**config.mk**
```make
export PLATFORM = sky130hd
export DESIGN_NAME = lcd_responder
export DESIGN_NICKNAME = d
export VERILOG_FILES = /design/src/rtl/lcd_responder.sv
export SDC_FILE = /design/constraint.sdc
export NUM_CORES = 1
export LEC_CHECK = 0
export ABC_CLOCK_PERIOD_IN_PS = 5300
export CORE_ASPECT_RATIO = 0.9
export CORE_MARGIN = 5
export CORE_UTILIZATION = 58
export CTS_CLUSTER_SIZE = 28
export DETAILED_ROUTE_END_ITERATION = 12
export PLACE_DENSITY = 0.74
export REMOVE_ABC_BUFFERS = 1
export SETUP_SLACK_MARGIN = 0.05
export SLEW_MARGIN = 10
export SYNTH_ARGS = -nofsm -noshare
export SYNTH_HDL_FRONTEND = slang
export SYNTH_SLANG_ARGS = --single-unit
```
**constraint.sdc**
```tcl
create_clock -name clk -period 5.3 [get_ports clk]
set_input_delay 0.795 -clock clk [delete_from_list [all_inputs] [get_ports clk]]
set_output_delay 0.795 -clock clk [all_outputs]
set_load 0.01 [all_outputs]
```
**src/rtl/lcd_responder.sv**
```systemverilog
// Panel-side HD44780 responder: decodes the 4-bit LCD bus coming from the driver
// and keeps a 2x16 DDRAM shadow image that can be read back by character index.
module lcd_responder #(
  parameter int E_MIN_HIGH = 8,
  parameter int CMD_BUSY   = 1500,
  parameter int CLEAR_BUSY = 80000
) (
  input  logic        clk,
  input  logic        rst_n,
  input  logic [11:8] SF_D,
  input  logic        LCD_E,
  input  logic        LCD_RS,
  input  logic        LCD_RW,
  input  logic [4:0]  rd_index,
  output logic [7:0]  rd_char,
  output logic [6:0]  ddram_addr,
  output logic        four_bit,
  output logic        display_on,
  output logic        cursor_on,
  output logic        blink_on,
  output logic        increment,
  output logic        busy,
  output logic        timing_err,
  output logic        proto_err
);

  localparam int BUSY_MAX = (CLEAR_BUSY > CMD_BUSY) ? CLEAR_BUSY : CMD_BUSY;
  localparam int BW = $clog2(BUSY_MAX + 1);
  localparam int HW = $clog2(E_MIN_HIGH + 1);
  localparam logic [BW-1:0] CMD_LOAD   = BW'(CMD_BUSY);
  localparam logic [BW-1:0] CLEAR_LOAD = BW'(CLEAR_BUSY);
  localparam logic [HW-1:0] HIGH_SAT   = HW'(E_MIN_HIGH);

  typedef enum logic [2:0] {INIT0, INIT1, INIT2, INIT3, HI, LO} state_t;

  state_t         state;
  logic           e_q;
  logic [3:0]     nib_q;
  logic           rs_q;
  logic           rw_q;
  logic [HW-1:0]  high_cnt;
  logic [3:0]     hi_nib;
  logic           hi_rs;
  logic [BW-1:0]  busy_cnt;
  logic           sweeping;
  logic [4:0]     sweep_idx;
  logic [7:0]     ddram [32];

  logic           fall;
  logic           short_pulse;
  logic           wr_strobe;
  logic           accept;
  logic           in_init;
  logic           init_ok;
  logic           exec_byte;
  logic           wr_data;
  logic           load_cmd;
  logic           load_clear;
  logic [7:0]     cmd;
  logic [4:0]     wr_index;

  // Address counter walks the two 16-character lines as one 32-position ring.
  function automatic logic [6:0] step_addr(input logic [6:0] a, input logic up);
    logic [6:0] n;
    if (up)
      n = (a[3:0] == 4'hF) ? {~a[6], 6'h00} : a + 7'd1;
    else
      n = (a[3:0] == 4'h0) ? {~a[6], 2'b00, 4'hF} : a - 7'd1;
    return n;
  endfunction

  assign fall        = e_q & ~LCD_E;
  assign short_pulse = fall & (high_cnt < HIGH_SAT);
  assign wr_strobe   = fall & ~rw_q;
  assign busy        = (busy_cnt != '0);
  assign accept      = wr_strobe & ~busy;
  assign in_init     = (state == INIT0) || (state == INIT1) ||
                       (state == INIT2) || (state == INIT3);
  assign init_ok     = (nib_q == ((state == INIT3) ? 4'h2 : 4'h3));
  assign cmd         = {hi_nib, nib_q};
  assign exec_byte   = accept & (state == LO);
  assign wr_data     = exec_byte & hi_rs;
  assign load_clear  = exec_byte & ~hi_rs & (cmd == 8'h01);
  assign load_cmd    = (accept & in_init & init_ok) |
                       (exec_byte & (hi_rs | (cmd > 8'h01)));
  assign wr_index    = {ddram_addr[6], ddram_addr[3:0]};
  assign rd_char     = ddram[rd_index];

  // Bus values are captured every high cycle so the falling edge sees the last ones.
  always_ff @(posedge clk or negedge rst_n) begin
    if (!rst_n) begin
      e_q      <= 1'b0;
      nib_q    <= 4'h0;
      rs_q     <= 1'b0;
      rw_q     <= 1'b0;
      high_cnt <= '0;
    end else begin
      e_q <= LCD_E;
      if (LCD_E) begin
        nib_q <= SF_D;
        rs_q  <= LCD_RS;
        rw_q  <= LCD_RW;
        if (high_cnt < HIGH_SAT)
          high_cnt <= high_cnt + HW'(1);
      end else begin
        high_cnt <= '0;
      end
    end
  end

  always_ff @(posedge clk or negedge rst_n) begin
    if (!rst_n) begin
      busy_cnt <= '0;
    end else if (load_clear) begin
      busy_cnt <= CLEAR_LOAD;
    end else if (load_cmd) begin
      busy_cnt <= CMD_LOAD;
    end else if (busy) begin
      busy_cnt <= busy_cnt - BW'(1);
    end
  end

  always_ff @(posedge clk or negedge rst_n) begin
    if (!rst_n) begin
      state      <= INIT0;
      hi_nib     <= 4'h0;
      hi_rs      <= 1'b0;
      four_bit   <= 1'b0;
      display_on <= 1'b0;
      cursor_on  <= 1'b0;
      blink_on   <= 1'b0;
      increment  <= 1'b1;
      ddram_addr <= 7'h00;
      timing_err <= 1'b0;
      proto_err  <= 1'b0;
    end else begin
      if (short_pulse || (wr_strobe && busy))
        timing_err <= 1'b1;
      if (accept && in_init && !init_ok)
        proto_err <= 1'b1;
      if (accept) begin
        case (state)
          INIT0: state <= init_ok ? INIT1 : INIT0;
          INIT1: state <= init_ok ? INIT2 : INIT0;
          INIT2: state <= init_ok ? INIT3 : INIT0;
          INIT3: begin
            state    <= init_ok ? HI : INIT0;
            four_bit <= init_ok;
          end
          HI: begin
            hi_nib <= nib_q;
            hi_rs  <= rs_q;
            state  <= LO;
          end
          LO: begin
            state <= HI;
            // A byte whose halves disagree on RS is still executed with the first RS.
            if (rs_q != hi_rs)
              proto_err <= 1'b1;
            if (hi_rs) begin
              ddram_addr <= step_addr(ddram_addr, increment);
            end else begin
              casez (cmd)
                8'b1???????: begin
                  if (cmd[5:4] == 2'b00)
                    ddram_addr <= cmd[6:0];
                  else
                    proto_err <= 1'b1;
                end
                8'b00001???: begin
                  display_on <= cmd[2];
                  cursor_on  <= cmd[1];
                  blink_on   <= cmd[0];
                end
                8'b000001??: increment  <= cmd[1];
                8'b0000001?: ddram_addr <= 7'h00;
                8'b00000001: begin
                  ddram_addr <= 7'h00;
                  increment  <= 1'b1;
                end
                default: ;
              endcase
            end
          end
          default: state <= INIT0;
        endcase
      end
    end
  end

  // Clear blanks one entry per cycle while the panel reports busy.
  always_ff @(posedge clk or negedge rst_n) begin
    if (!rst_n) begin
      for (int i = 0; i < 32; i++)
        ddram[i] <= 8'h20;
      sweeping  <= 1'b0;
      sweep_idx <= 5'd0;
    end else begin
      if (sweeping) begin
        ddram[sweep_idx] <= 8'h20;
        sweep_idx        <= sweep_idx + 5'd1;
        if (sweep_idx == 5'd31)
          sweeping <= 1'b0;
      end
      if (load_clear) begin
        sweeping  <= 1'b1;
        sweep_idx <= 5'd0;
      end
      if (wr_data)
        ddram[wr_index] <= cmd;
    end
  end

endmodule

```
==> results.cfg <==
[global_routing]
grt_resource_usage_total_pct = 29.5
global_route_wire_length_before_repair_um = 75000
gr-total-overflow = 0
grt_start_max_net_pins = 129
antenna_found_initial = 1
vias_in_the_first_global_route = 13226

[power]
power.density_nw_per_um2 = 271
comb_power_share_pct = 4.8
power.clock.fraction_pct = 45.6
netSwitchingPower_mw = 1.15
internal_power_consumption_mw = 3.72
sequentialPowerShare_pct = 49.6
power_leakage_nw = 7.59
peakVddDrop_mv = 0.245
power.share.switching_pct = 23.6

[clocking]
count_of_clock_tree_sinks = 312
cts_resized = 0
clkSlewWorstSetupHoldPaths_ps = 60
max-clock-path-buffers = 3
cts.htree.levels = 2
postCtsSetupBuffers = 0
hold_fix_buffers_cts = 0
clk_latency_ps = 520
tritoncts_buffer_count = 34
cts_root_buf = sky130_fd_sc_hd__clkbuf_16
tritoncts = built

[sta]
layout_worst_path_cycle_share_pct = 79.1
grt_setup_unrepaired = false
fin_tns_setup_ps = 0
timing.max_slew.rel_slack_pct = 23.3
final.setup.worst_slack_ps = 1110
final-hold-violation-count = 0
finalWorstPathRequiredPeriod_ps = 4190
timing.hold.ws_ps = 264
setup-violations-final = 0
transition_at_the_pin_with_the_smallest_max_transition_slack_ps = 1150
slew_viol_final = 0
skew_ps = 14.5
max_clock_freq_mhz = 238

[detailed_routing]
final_antenna_net_count = 0
drt_iter0_markers = 1583
postRouteWirelength_um = 47200
detail_route.wl_per_cell_um = 22.0
route.detailed.vias_per_inst = 6.24
firstDrtPassIters = 6
num_vias = 13405
route.detailed.drc = 0

[yosys]
synth_compound_gate_area_share_pct = 12.4
synth.top_cells.by_area = sky130_fd_sc_hd__dfrtp_1, sky130_fd_sc_hd__nand2_1, sky130_fd_sc_hd__mux2i_1, sky130_fd_sc_hd__o21ai_0, sky130_fd_sc_hd__dfstp_2
avgSynthCellArea_sq_um = 9.22
synth.yosys.warnings = 0
synth_xor_xnor_area_share_pct = 0.903
synth_common_cells = sky130_fd_sc_hd__nand2_1, sky130_fd_sc_hd__dfrtp_1, sky130_fd_sc_hd__o21ai_0
yosys_most_used_dff = sky130_fd_sc_hd__dfrtp_1
dominant_combinational_cell_family_by_area_after_synthesis = simple AND/OR/NAND/NOR gates
post_synth_instance_area_sq_um = 16500
postSynth.asyncResetShare_pct = 100
synth.most_common_cell = sky130_fd_sc_hd__nand2_1
edff_count_synth = 0
number_of_synthesized_register_bits = 312
synth_fa_ha_area_share_pct = 0.911
yosysTopAreaCell = sky130_fd_sc_hd__dfrtp_1
post_synth_and_or_nand_nor_area_fraction_pct = 23.3
yosys-mux-area-fraction_pct = 11.0
synth_sequential_area_ratio_pct = 47.6
netlist_instances = 1789
synth_top_area_share_pct = 42.3
synth_unique_cells = 56

[setup_path]
cpLargestDelayFamily = buffers and inverters
setup.worst_path.end_class = output pin
critical_path.max_fanout = 19
worstPathBufferInverterCount = 3
critical_path.cell_chain = clkdlybuf4s50_1 -> nor2_2 -> buf_4 -> a22oi_1 -> nand3_1 -> nand4_1 -> clkdlybuf4s50_1
worst_path_largest_cell_delay_ps = 770
start_kind = input port
worst-setup-path-type = in -> out
arrival_ps = 3400
cpMostUsedCell = sky130_fd_sc_hd__clkdlybuf4s50_1
timing.critical_path.required_ps = 4510
slowest_stage = sky130_fd_sc_hd__nor2_2

[floorplan]
initial_core_util_pct = 58.9
floorplan.die_area_sq_um = 31900
floorplan.core_area_sq_um = 28000
std_cell_rows = 58
die_h_um = 170
floorplan.die.width_um = 188
io-pin-count = 37

[outcome]
result_of_the_run = finished clean

[flow_run]
max_cap_violation_count = 0

[finish]
nets = 1789
nFillCells = 2294
layout-drive-gt1-share_pct = 10.5
insertedDiodeCount = 0
syn_to_final_growth_pct = 9.15

[place]
gp_congestion = 0.942
dp_hpwl_um = 30600
port_buffers = 36
preCtsSetupSlack_ps = 1160

[min_path]
worst_hold_path_type = in -> async
-- path summary, 6_finish.rpt --
kind,from,to,slack [ps],cells after the start
max,rd_index[0],rd_char[5],1110,7
min,rst_n,ddram[254]$_DFF_PN0_,260,1
max reg2reg,busy_cnt[5]$_DFFE_PN0P_,ddram[101]$_DFF_PN1_,1980,6
min reg2reg,timing_err$_DFFE_PN0P_,timing_err$_DFFE_PN0P_,480,1
max in group asynchronous,rst_n,busy_cnt[14]$_DFFE_PN0P_,3820,2
min in group clk,timing_err$_DFFE_PN0P_,timing_err$_DFFE_PN0P_,480,1
-- layout by cell type, fill, tap and decap left out, types with 4 or more instances in the layout --
| cell type | n |
|---|---|
| sky130_fd_sc_hd__inv_1 | 17 |
| sky130_fd_sc_hd__nor3b_1 | 8 |
| sky130_fd_sc_hd__a31oi_1 | 6 |
| sky130_fd_sc_hd__clkbuf_1 | 12 |
| sky130_fd_sc_hd__xor2_1 | 11 |
| sky130_fd_sc_hd__nor2_1 | 32 |
| sky130_fd_sc_hd__nand3_1 | 45 |
| sky130_fd_sc_hd__xnor2_1 | 6 |
| sky130_fd_sc_hd__nor4_4 | 34 |
| sky130_fd_sc_hd__or3_1 | 5 |
| sky130_fd_sc_hd__ha_1 | 12 |
| sky130_fd_sc_hd__a22oi_1 | 57 |
| sky130_fd_sc_hd__nand2b_1 | 14 |
| sky130_fd_sc_hd__nor4b_1 | 4 |
| sky130_fd_sc_hd__mux2_2 | 27 |
| sky130_fd_sc_hd__and3_1 | 9 |
| sky130_fd_sc_hd__a21oi_1 | 40 |
| sky130_fd_sc_hd__o21ai_0 | 229 |
| sky130_fd_sc_hd__buf_4 | 25 |
| sky130_fd_sc_hd__mux2i_1 | 150 |
| sky130_fd_sc_hd__and2_1 | 5 |
| sky130_fd_sc_hd__nand4_1 | 13 |
| sky130_fd_sc_hd__or4_1 | 4 |
| sky130_fd_sc_hd__dfstp_2 | 33 |
| sky130_fd_sc_hd__nor4_1 | 5 |
| sky130_fd_sc_hd__clkbuf_16 | 35 |
| sky130_fd_sc_hd__o21ai_1 | 16 |
| sky130_fd_sc_hd__dfrtp_1 | 279 |
| sky130_fd_sc_hd__nor2b_1 | 8 |
| sky130_fd_sc_hd__nand2_1 | 545 |
| sky130_fd_sc_hd__a211oi_1 | 4 |
| sky130_fd_sc_hd__and3b_1 | 5 |
| sky130_fd_sc_hd__clkinv_2 | 10 |
| sky130_fd_sc_hd__clkdlybuf4s50_1 | 34 |
| sky130_fd_sc_hd__nor3_1 | 9 |
-- kinds of logic after synthesis --
kind of cell,count (synthesis)
AO/OA/AOI/OAI,367
XOR/XNOR,17
adder cells (fa/ha/maj),12
buffers and inverters,144
flip-flops,312
multiplexers,177
AND/OR/NAND/NOR,760
-- final cells by class --
type / count / area [sq um] / share of cell area (%)
clock inverter: 10 / 53.8 / 0.299
tap: 360 / 450 / 2.50
timing repair buffer: 63 / 594 / 3.30
sequential: 312 / 7850 / 43.6
inverter: 19 / 72.6 / 0.403
clock buffer: 50 / 962 / 5.35
multi-input combinational: 1333 / 8010 / 44.5
-- worst register-to-register path, stage by stage (launching register included) --
cell and delay [ps]:
sky130_fd_sc_hd__dfrtp_1 440, sky130_fd_sc_hd__nor4_2 580, sky130_fd_sc_hd__nand3_4 560, sky130_fd_sc_hd__buf_4 520, sky130_fd_sc_hd__nor4_4 820, sky130_fd_sc_hd__a211oi_1 150
sky130_fd_sc_hd__a21oi_1 180
-- registers in the layout, summed over array words and instances (netlist names), 3 cells and up --
name,count
ddram,256
busy_cnt,17
ddram_addr,7
sweep_idx,5
hi_nib,4
high_cnt,4
nib_q,4
state,3
-- layer usage --
layer	wire length [um]	share of wire [%]	up-vias	global-route usage [%]
met4	1230	2.6	2	9.70
met2	21400	45	603	45.3
met3	4360	9.2	94	6.75
met5	13	0.028	-	0
li1	-	-	6087	-
met1	20200	43	6619	41.9
-- power by group through the flow --
stage / clock network, mW / logic (mW) / registers (mW)
6_report: 2.22 / 0.236 / 2.42
4_1_cts: 2.25 / 0.235 / 2.42
3_5_place_dp: 0 / 0.234 / 2.46
2_1_floorplan: 0 / 0.0715 / 2.46
3_3_place_gp: 0 / 0.232 / 2.46
5_1_grt: 2.35 / 0.252 / 2.42
-- metrics by stage --
stage | instances | cell area, sq um | power, mW | utilization, %
final | 2147 | 18000 | 4.88 | 64.2
after global routing | 2147 | 18000 | 5.02 | 64.2
after CTS | 2147 | 18000 | 4.90 | 64.2
after detailed placement | 2087 | 17000 | 2.69 | 60.6
after global placement | 2087 | 17000 | 2.69 | 60.6
after floorplan | 1664 | 15900 | 2.53 | -
No activity file was read; power rests on OpenSTA's default activity.
==> RTL edit 1 (same settings) <==
Set the parameter `E_MIN_HIGH` to 4 (it was 8).
--- a/src/rtl/lcd_responder.sv
+++ b/src/rtl/lcd_responder.sv
@@ -2,5 +2,5 @@
 // and keeps a 2x16 DDRAM shadow image that can be read back by character index.
 module lcd_responder #(
-  parameter int E_MIN_HIGH = 8,
+  parameter int E_MIN_HIGH = 4,
   parameter int CMD_BUSY   = 1500,
   parameter int CLEAR_BUSY = 80000
Check against the original RTL: same outputs for any inputs over 4 cycles, from zero or initial values and one cycle with rst_n low; that may be too few to reach the edited logic, so the function may still have changed.
==> RTL edit 1 against the unedited design <==
Wire length decreased by 10%; utilization rose by 1.3 points; critical endpoint is now rd_char[3]; largest cell class is now sequential cells; setup slack worse by 0.16 ns; sequential cell count fell by 1; area after synthesis decreased by 3.1%; power grew 5.9%; design area decreased by 1.3%; combinational power decreased by 2%; cell count decreased by 6.6%; clock skew is 0.0063 ns higher; highest routed layer is now met4; first-iteration DRC count decreased by 27%.
==> RTL edit 1: results (changes against the unedited design) <==
| Metric | Value |
|---|---|
| Outcome | `finished clean` |
| Largest net degree at the start of global routing | `121 (-6.2%)` |
| P_sw | `1.15 mW (+0.19%)` |
| Top flop regs | `ddram: 256 flops, busy_cnt: 17 flops, ddram_addr: 7 flops` |
| Seq/Total Area, Yosys | `49.0% (+1.4 points)` |
| Final Wtd Congestion | `0.908 (-3.6%)` |
| VDD IR max | `224 uV (-8.6%)` |
| Vias in the first global route | `12,400 (-6.1%)` |
| Worst Setup EP | `rd_char[3]` |
| Peak per-stage delay on the critical path | `0.59 ns (-0.18 ns)` |
| Crit Path Max Fanout | `34 (+15)` |
| First drt pass iteration count | `7 (+1)` |
| Routed via count | `12,700 (-5.4%)` |
| Crit path DAT | `3.56 ns (+0.16 ns)` |
| Yosys Warn Count | `0 (unchanged)` |
| Initial drt markers | `1,157 (-27%)` |
| Slowest-stage cell, CP | `mux4_2` |
| Tightest Pin Transition | `1.18 ns (+0.0325 ns)` |
| Synth unique cells | `68 (+21%)` |
| R2R depth | `8 (+2)` |
| Wire length per cell | `21.1 um (-3.8%)` |
| First-pass GRT wire length | `69,500 um (-7.3%)` |
| Reg2reg end | `ddram[53]$_DFF_PN1_` |
| CTS max path bufs | `3 (unchanged)` |
| NumNets Final | `1,652 (-7.7%)` |
| DP HPWL | `28,000 um (-8.7%)` |
| Reg2reg start | `busy_cnt[0]$_DFFE_PN0P_` |
| Top cells by area, synth | `dfrtp_1, nand2_1, mux4_2, o21ai_0, dfstp_2` |
## RTL edit 1: worst max-delay path: cells and delay by family
kind	cells	cell delay (ns)
buffers and inverters	3	1.53
muxes	2	0.89
AOI/OAI and AO/OA	1	0.18
and+or+nand+nor	1	0.12
## RTL edit 1: worst min-delay path by stage
stage,startpoint,endpoint,slack (ns),cells after the start
final,rst_n,ddram[219]$_DFF_PN0_,0.31,1
after CTS,rst_n,ddram[211]$_DFF_PN0_,0.41,1
after global placement,timing_err$_DFFE_PN0P_,timing_err$_DFFE_PN0P_,0.46,1
after detailed placement,timing_err$_DFFE_PN0P_,timing_err$_DFFE_PN0P_,0.46,1
after global routing,rst_n,ddram[219]$_DFF_PN0_,0.44,1
after floorplan,ddram[232]$_DFF_PN0_,ddram[232]$_DFF_PN0_,0.46,2
## RTL edit 1: kinds of logic after synthesis
kind of cell	synth area share, %
mux	11.6
flops	49.0
buf+inv	3.58
simple gates	20.4
compound gates	13.5
fa+ha+maj	0.940
xor+xnor	0.987
## RTL edit 1: routing by layer
layer  wire (um)  track usage (%)  up-vias
met1       18300             41.7     6278
met4        1010             7.40        0
met2       19500             42.4      576
li1            -                -     5750
met5           0                0        -
met3        3600             5.47       73
## RTL edit 1: stage by stage
step	area, um2	std cells	worst slack (ns)	util (%)	power (mW)
6_report	17800	2005	0.945	65.6	5.16
5_1_grt	17800	2005	0.754	65.6	5.33
4_1_cts	17800	2005	0.938	65.6	5.21
3_5_place_dp	16600	1944	0.890	61.1	2.68
3_3_place_gp	16600	1944	0.968	61.1	2.67
2_1_floorplan	15500	1524	1.47	-	2.52
## RTL edit 1: cell type report
type / instances / area (um2)
well taps: 354 / 443
clock buffers: 45 / 973
flip-flops and latches: 311 / 7830
fillers: 2109 / 9330
inverters: 22 / 82.6
repair buffers: 66 / 623
multi-input cells: 1191 / 7590
clock inverters: 16 / 228
## RTL edit 1: power groups by stage
stage	clock, mW	combinational (mW)	sequential, mW
after floorplan	0	0.0721	2.45
after global placement	0	0.230	2.44
after detailed placement	0	0.232	2.44
after CTS	2.57	0.234	2.40
after global routing	2.68	0.253	2.40
final	2.53	0.232	2.40
==> RTL edit 2 (same settings) <==
Made on the original files. Make the reset (`rst_n`) synchronous in 4 clocked blocks.
--- a/src/rtl/lcd_responder.sv
+++ b/src/rtl/lcd_responder.sv
@@ -88,5 +88,5 @@
 
   // Bus values are captured every high cycle so the falling edge sees the last ones.
-  always_ff @(posedge clk or negedge rst_n) begin
+  always_ff @(posedge clk) begin
     if (!rst_n) begin
       e_q      <= 1'b0;
@@ -109,5 +109,5 @@
   end
 
-  always_ff @(posedge clk or negedge rst_n) begin
+  always_ff @(posedge clk) begin
     if (!rst_n) begin
       busy_cnt <= '0;
@@ -121,5 +121,5 @@
   end
 
-  always_ff @(posedge clk or negedge rst_n) begin
+  always_ff @(posedge clk) begin
     if (!rst_n) begin
       state      <= INIT0;
@@ -190,5 +190,5 @@
 
   // Clear blanks one entry per cycle while the panel reports busy.
-  always_ff @(posedge clk or negedge rst_n) begin
+  always_ff @(posedge clk) begin
     if (!rst_n) begin
       for (int i = 0; i < 32; i++)
Function: differs if rst_n is asserted again (counterexample within 4 cycles, from zero or initial values and one cycle with rst_n low); with rst_n held inactive, the same outputs for 4 cycles.
==> RTL edit 2 against the unedited design <==
Design area fell by 5.7%; sequential cell count unchanged; via count is 29% lower; setup slack lost 0.016 ns; wire length down 26%; count of clock-buffer cells in the layout decreased by 15; fmax decreased by 0.39%; highest routed layer is now met4; die area is 6.2% lower; global-route usage is 5.8 points lower; area after synthesis is 6.6% lower.
Power is not compared: it rests on default switching activity, and its combinational part moved more than twofold at a synthesized area within 25%.
==> RTL edit 2: results (changes against the unedited design) <==
| Metric | Value |
|---|---|
| Outcome | `finished clean` |
| Post-synth EDFFs | `256 (+256)` |
| Seq/Total Area, Yosys | `57.2% (+9.6 points)` |
| Gr usage total | `23.6% (-5.8 points)` |
| First-pass GRT wire length | `55,500 um (-26%)` |
| Top flop regs | `ddram: 256 flops, busy_cnt: 17 flops, ddram_addr: 7 flops` |
| Clk_skew | `0.0201 ns (+0.00556 ns)` |
| Root buffer cell | `clkbuf_16` |
| Synth unique cells | `71 (+27%)` |
| Antenna fix cells | `0 (unchanged)` |
| Dpl ws | `0.993 ns (-0.166 ns)` |
| Initial antenna violation count | `1 (unchanged)` |
| Via density | `6.26 (+0.24%)` |
| Grt total ovfl | `0 (unchanged)` |
| VDD IR max | `323 uV` |
| Initial drt markers | `998 (-37%)` |
| Crit Path Max Fanout | `10 (-9)` |
| Commonest cells post-synth | `edfxtp_1, and2_1, mux4_2, clkbuf_1, dfxtp_1` |
| Async SR Flop Fraction | `0% (-100 points)` |
| H-tree levels | `1 (-1)` |
| Top cells by area, synth | `edfxtp_1, mux4_2, and2_1, dfxtp_1, mux2i_1` |
| Largest net degree at the start of global routing | `55 (-57%)` |
| Yosys Warn Count | `0 (unchanged)` |
| Crit path DAT | `3.41 ns (about the same)` |
| Mapped Cells | `1,169 (-35%)` |
| Lkg Pwr | `5.66 nW` |
| Slowest-stage cell, CP | `nor2_1` |
| CTS max path bufs | `3 (unchanged)` |
| Clock transition at path regs | `0.06 ns (about the same)` |
| Port-buffer cells | `36 (unchanged)` |
| Post-CTS Resized | `0 (unchanged)` |
| Placed insts | `1,470 (-30%)` |
| Worst hold path type | `flop to flop` |
| Slew Limit Headroom | `25.6% (+2.3 points)` |
| NumNets Final | `1,181 (-34%)` |
| Vias in the first global route | `9,534 (-28%)` |
| Top cell type by total area after synthesis | `edfxtp_1` |
| Dominant synthesized flop cell | `edfxtp_1` |
| Share of layout cells above drive strength 1 | `15.1% (+4.6 points)` |
| DP HPWL | `23,000 um (-25%)` |
| Wire length per cell | `22.8 um (+3.9%)` |
| Peak per-stage delay on the critical path | `0.73 ns (-0.04 ns)` |
| Top-count cell post-synth | `edfxtp_1` |
| Clk_lat worst skew | `0.57 ns (+0.05 ns)` |
| Routed via count | `9,557 (-29%)` |
| Setup Fix Bufs, Post-CTS | `0 (unchanged)` |
| First drt pass iteration count | `6 (unchanged)` |
| Final Wtd Congestion | `0.832 (-12%)` |
| Num CTS Buffers | `31 (-8.8%)` |
## RTL edit 2: cell types whose count changed in the layout (fill, tap and decap cells not counted), moves of 48 or more
cell and change:
a22oi_1 -48, and2_1 +190, dfrtp_1 -279, dfxtp_1 +56
edfxtp_1 +256, mux2i_1 -111, mux4_2 +72, nand2_1 -513
o21ai_0 -206
## RTL edit 2: worst max-delay path: cells and delay by family, from the launching register on
family                     cells  cell delay, ns
adders and majority gates      1            0.17
buffers and inverters          3            0.84
DFF                            1            0.32
and+or+nand+nor                3            1.53
## RTL edit 2: through the flow
| stage | util, % | cell area [um2] | power [mW] |
|---|---|---|---|
| floorplan | - | 15000 | 3.58 |
| global placement | 60.8 | 15900 | 3.87 |
| detailed placement | 60.8 | 15900 | 3.89 |
| CTS | 65.0 | 17000 | 6.23 |
| global route | 65.0 | 17000 | 6.44 |
| finish | 65.0 | 17000 | 6.21 |
## RTL edit 2: worst paths after layout
path / depth (start not counted) / startpoint / slack, ns / end
worst max-delay path: 7 / busy_cnt[0]$_SDFFE_PP0P_ / 1.09 / busy
worst min-delay path: 2 / timing_err$_SDFFE_PN0P_ / 0.47 / timing_err$_SDFFE_PN0P_
worst max register to register: 6 / busy_cnt[0]$_SDFFE_PP0P_ / 1.46 / ddram[20][5]$_SDFFCE_PN1P_
worst min register to register: 2 / timing_err$_SDFFE_PN0P_ / 0.47 / timing_err$_SDFFE_PN0P_
## RTL edit 2: cell families after synthesis
logic type | after synthesis | synth area share (%)
simple gates | 478 | 18.7
flops | 312 | 57.2
compound gates | 125 | 5.78
mux | 113 | 13.2
buf+inv | 112 | 3.21
xor+xnor | 17 | 0.967
fa+ha+maj | 12 | 0.975
## RTL edit 2: cell type report
class / count / area (um2)
Timing Repair Buffer: 50 / 478
Tap cell: 348 / 435
Inverter: 15 / 56.3
Multi-Input combinational cell: 745 / 6100
Fill cell: 1921 / 9160
Clock inverter: 22 / 295
Sequential cell: 312 / 8810
Clock buffer: 35 / 801
## RTL edit 2: metal layers
layer | GRT usage, % | wire length [um] | vias up
met1 | 33.7 | 14700 | 4789
met4 | 6.24 | 960 | 0
met3 | 4.27 | 2620 | 68
li1 | - | - | 4342
met5 | 0 | 0 | -
met2 | 38.1 | 16500 | 358
## RTL edit 2: power breakdown
part	leakage, nW	switching [mW]	total (mW)	internal, mW
logic	2.25	0.543	0.935	0.392
registers	2.88	0.106	2.90	2.80
clock network	0.531	0.942	2.37	1.42
total	5.66	1.59	6.21	4.61
